==> src/rtl/seq_divider.sv <==
// seq_divider: restoring divider, one quotient bit per clock.
// Define SEQ_DIVIDER_SIGNED_EN to honour the sign input.
module seq_divider #(
  parameter int WORD = 8
) (
  input  logic            clk,
  input  logic            rst,
  input  logic            start,
  input  logic            sign,
  input  logic [WORD-1:0] a,
  input  logic [WORD-1:0] b,
  output logic            ready,
  output logic            valid,
  output logic [WORD-1:0] quotient,
  output logic [WORD-1:0] remainder,
  output logic            div_zero
);

  localparam int CW = $clog2(WORD + 1);

  typedef enum logic [1:0] {
    IDLE,
    CALC,
    DONE
  } state_t;

  state_t state_q, state_d;

  logic [WORD-1:0] pr_q;
  logic [WORD-1:0] dq_q;
  logic [WORD-1:0] dv_q;
  logic [CW-1:0]   cnt_q;

  logic [WORD:0]   sh;
  logic [WORD+1:0] diff;
  logic            fit;
  logic [WORD-1:0] pr_n;
  logic [WORD-1:0] dq_n;
  logic [WORD-1:0] a_mag;
  logic [WORD-1:0] b_mag;
  logic [WORD-1:0] q_fin;
  logic [WORD-1:0] r_fin;
  logic            accept;
  logic            b_zero;
  logic            last;

  assign ready  = (state_q == IDLE);
  assign valid  = (state_q == DONE);
  assign accept = ready && start;
  assign b_zero = (b == '0);
  assign last   = (cnt_q == CW'(1));

  // Partial remainder never exceeds the divisor, so WORD+1 bits
  // of shifted value and one extra borrow bit are enough.
  always_comb begin
    sh   = {pr_q, dq_q[WORD-1]};
    diff = {1'b0, sh} - {2'b00, dv_q};
    fit  = ~diff[WORD+1];
    pr_n = fit ? diff[WORD-1:0] : sh[WORD-1:0];
    dq_n = {dq_q[WORD-2:0], fit};
  end

`ifdef SEQ_DIVIDER_SIGNED_EN
  logic neg_q_q;
  logic neg_r_q;
  logic a_neg;
  logic b_neg;

  assign a_neg = sign && a[WORD-1];
  assign b_neg = sign && b[WORD-1];

  always_comb begin
    a_mag = a_neg ? -a : a;
    b_mag = b_neg ? -b : b;
    q_fin = neg_q_q ? -dq_n : dq_n;
    r_fin = neg_r_q ? -pr_n : pr_n;
  end

  always_ff @(posedge clk or posedge rst) begin
    if (rst) begin
      neg_q_q <= 1'b0;
      neg_r_q <= 1'b0;
    end else if (accept) begin
      neg_q_q <= a_neg ^ b_neg;
      neg_r_q <= a_neg;
    end
  end
`else
  logic unused_sign;
  assign unused_sign = sign;

  always_comb begin
    a_mag = a;
    b_mag = b;
    q_fin = dq_n;
    r_fin = pr_n;
  end
`endif

  always_ff @(posedge clk or posedge rst) begin
    if (rst) begin
      state_q <= IDLE;
    end else begin
      state_q <= state_d;
    end
  end

  always_comb begin
    state_d = state_q;
    unique case (state_q)
      IDLE: begin
        if (start) begin
          state_d = b_zero ? DONE : CALC;
        end
      end
      CALC: begin
        if (last) begin
          state_d = DONE;
        end
      end
      DONE:    state_d = IDLE;
      default: state_d = IDLE;
    endcase
  end

  // Results load on the edge entering DONE, so they are
  // already stable while valid is high.
  always_ff @(posedge clk or posedge rst) begin
    if (rst) begin
      pr_q      <= '0;
      dq_q      <= '0;
      dv_q      <= '0;
      cnt_q     <= '0;
      quotient  <= '0;
      remainder <= '0;
      div_zero  <= 1'b0;
    end else if (accept) begin
      pr_q  <= '0;
      dq_q  <= a_mag;
      dv_q  <= b_mag;
      cnt_q <= CW'(WORD);
      if (b_zero) begin
        quotient  <= '1;
        remainder <= a;
        div_zero  <= 1'b1;
      end
    end else if (state_q == CALC) begin
      pr_q  <= pr_n;
      dq_q  <= dq_n;
      cnt_q <= cnt_q - CW'(1);
      if (last) begin
        quotient  <= q_fin;
        remainder <= r_fin;
        div_zero  <= 1'b0;
      end
    end
  end

endmodule

==> config.mk <==
export PLATFORM = sky130hd
export DESIGN_NAME = seq_divider
export DESIGN_NICKNAME = d
export VERILOG_FILES = /design/src/rtl/seq_divider.sv
export SDC_FILE = /design/constraint.sdc
export NUM_CORES = 1
export LEC_CHECK = 0
export ABC_CLOCK_PERIOD_IN_PS = 3750
export CAP_MARGIN = 20
export CORE_MARGIN = 3
export CORE_UTILIZATION = 58
export CTS_CLUSTER_DIAMETER = 50
export DETAILED_ROUTE_END_ITERATION = 16
export PLACE_DENSITY = 0.85
export SLEW_MARGIN = 0
export SYNTH_ARGS = -nofsm -noshare
export SYNTH_HDL_FRONTEND = slang
export SYNTH_SLANG_ARGS = --single-unit
==> constraint.sdc <==
create_clock -name clk -period 3.75 [get_ports clk]
set_input_delay 0.5625 -clock clk [delete_from_list [all_inputs] [get_ports clk]]
set_output_delay 0.5625 -clock clk [all_outputs]
set_load 0.05 [all_outputs]
==> results.ini <==
[clock_tree]
holdBufCountCts=0
cts_made_buffers=5
clk_pin_slew_ns=0.09
postCtsSetupRepairBufs=0
cts_root_buf=clkbuf_8
htree_levels=2
ctsResizeCount=0
clk_latency_ns=0.30
cts.sinks=47
clockBufferDepth=2
tritoncts=built

[critical_path]
cp_top_family=buffers and inverters
crit_buf_inv=1
rrSetupSlack_ns=1.56
cp.required_ns=3.19
slowest_delay_ns=0.84
cp-startpoint=state_q[0]$_DFFE_PP0P_
r2r_start=pr_q[5]$_DFFE_PP0P_
critical_path.cell_chain=nor2_1, clkdlybuf4s50_1
path_max_fanout=6
worst_setup_path_start_kind=flop
worstSetupPathType=flop to primary output
worst_path_max_delay_cell=clkdlybuf4s50_1
arrival_ns=1.76
end_kind=primary output

[global_route]
grt_overflow=0
grt_pass1_vias=2028
antenna_found_initial=0
grt_pass1_wl_um=9770
track_usage=0.244
grt_max_degree=48

[finish]
fillers=299
n_antenna_cell=0
drive_gt1_frac=0.0934
final_nets=320
area_growth_pct=19.7

[synthesis]
synthTopCellsByArea=dfrtp_1 (47%), ha_1 (5.0%), nand2_1 (4.8%)
syn-instance-count=254
synth_warnings=0
syn_nets=285
synth.top_cell.area_share=0.470
synth.most_common_cell=dfrtp_1
ys_ff_latch=47
synthFlopType=dfrtp_1
synth_common_cells=dfrtp_1 (47), nand2_1 (32), nor2_1 (20)
async_reset_ff_frac=1.00
syn_area_mm2=0.00250
synth.avg_cell_area_um2=9.86
synth.distinct_cells=49
seq_area_frac_synth=0.470
yosysTopAreaCell=dfrtp_1
synth_enable_flop_cells=0

[place]
place_hpwl_um=4070
place_congestion=0.857
numPortBuffers=37

[floorplan]
start_util=0.613
pin_count=39
rows=23
die-area_mm2=0.00514
die_x_um=71.7
die_height_um=71.7
core_mm2=0.00409

[routing]
via_per_inst=5.94
routed_wl_um=5790
firstDrtPassIters=4
final_antenna_net_count=0
vias=2013
post-route-drc-count=0
drt_iter0_drc=146
wire_per_inst_um=17.1

[timing]
final.min_clock_period_ns=2.32
setup_viol=0
fin_crit_sh=0.620
worst_slew_pin_slew_ns=0.963
fmax_ghz=0.430
fin_tns_setup_ns=0
slew_viol_final=0
rsz0062_at_grt=no
hold_violations=0
clock_skew_ns=0.00539
slew_headroom=0.357

[hold_path]
min_from=quotient[3]$_DFFE_PP0P_
hold_class=flop to flop

[run_status]
status=completed

[job]
drv_cap=0

## final cells by class
class,instances,area (µm²),area share
clock buffer,5,68.8,0.0229
clock inverter,2,37.5,0.0125
inverter,16,61.3,0.0204
multi-input combinational,180,1210,0.403
sequential,47,1180,0.392
tap,50,62.6,0.0209
timing repair buffer,39,385,0.128
## layout by cell type, fill, tap and decap left out, types with 3 or more instances in the layout
master / count
mux2i_1: 5
inv_1: 14
nor2_1: 20
o21ai_0: 19
nor2b_1: 6
a21oi_1: 12
a31oi_1: 4
clkbuf_8: 5
nand2_1: 32
clkdlybuf4s50_1: 37
o22a_1: 7
nand2b_1: 6
o22ai_1: 3
nor3_1: 6
nand3_1: 5
a22oi_1: 7
dfrtp_1: 47
xnor2_1: 3
ha_1: 10
a211oi_2: 4
## worst reg2reg max path, stage by stage, from the launching register on
cell and delay (ns):
dfrtp_1 0.40, ha_1 0.43, a21oi_4 0.22, o221ai_2 0.15, a21oi_4 0.35, mux2_4 0.35
a211oi_2 0.21
## per-layer routing
| layer | wire, µm | GRT usage | vias to the layer above |
|---|---|---|---|
| li1 | - | - | 961 |
| met1 | 2590 | 0.348 | 963 |
| met2 | 2660 | 0.369 | 77 |
| met3 | 441 | 0.0603 | 12 |
| met4 | 99 | 0.0772 | 0 |
| met5 | 0 | 0 | - |
## sequential cells by signal, summed over array words and instances, names as in the netlist
signal,flops
dv_q,8
cnt_q,4
state_q,2
div_zero,1
dq_q,8
pr_q,8
remainder,8
quotient,8
## stage by stage
stage	hold slack, ns	worst slack (ns)	std cells	cell area, µm²	utilization
floorplan	0.447	1.69	254	2500	-
global placement	0.469	1.30	332	2890	0.708
detailed placement	0.477	1.28	332	2890	0.708
CTS	0.497	1.42	339	3000	0.734
global route	0.513	1.34	339	3000	0.734
finish	0.492	1.43	339	3000	0.734
## cells by family after synthesis
| kind of cell | Yosys count | synth area share |
|---|---|---|
| fa+ha+maj | 11 | 0.0579 |
| buf+inv | 27 | 0.0484 |
| xor+xnor | 5 | 0.0175 |
| flops | 47 | 0.470 |
| compound gates | 72 | 0.209 |
| simple gates | 85 | 0.165 |
| mux | 7 | 0.0320 |
## worst paths after layout
| kind | end | depth (start not counted) |
|---|---|---|
| worst max register to register | remainder[0]$_DFFE_PP0P_ | 6 |
| max in group asynchronous | dv_q[3]$_DFFE_PP0P_ | 2 |
| worst min-delay path | quotient[3]$_DFFE_PP0P_ | 1 |
| worst max-delay path | ready | 2 |
| worst min register to register | quotient[3]$_DFFE_PP0P_ | 1 |
| min in group asynchronous | pr_q[6]$_DFFE_PP0P_ | 2 |
Power is left out: the tool's default activity adds up to more than one toggle a clock period on the data nets, which glitch-free logic cannot reach.
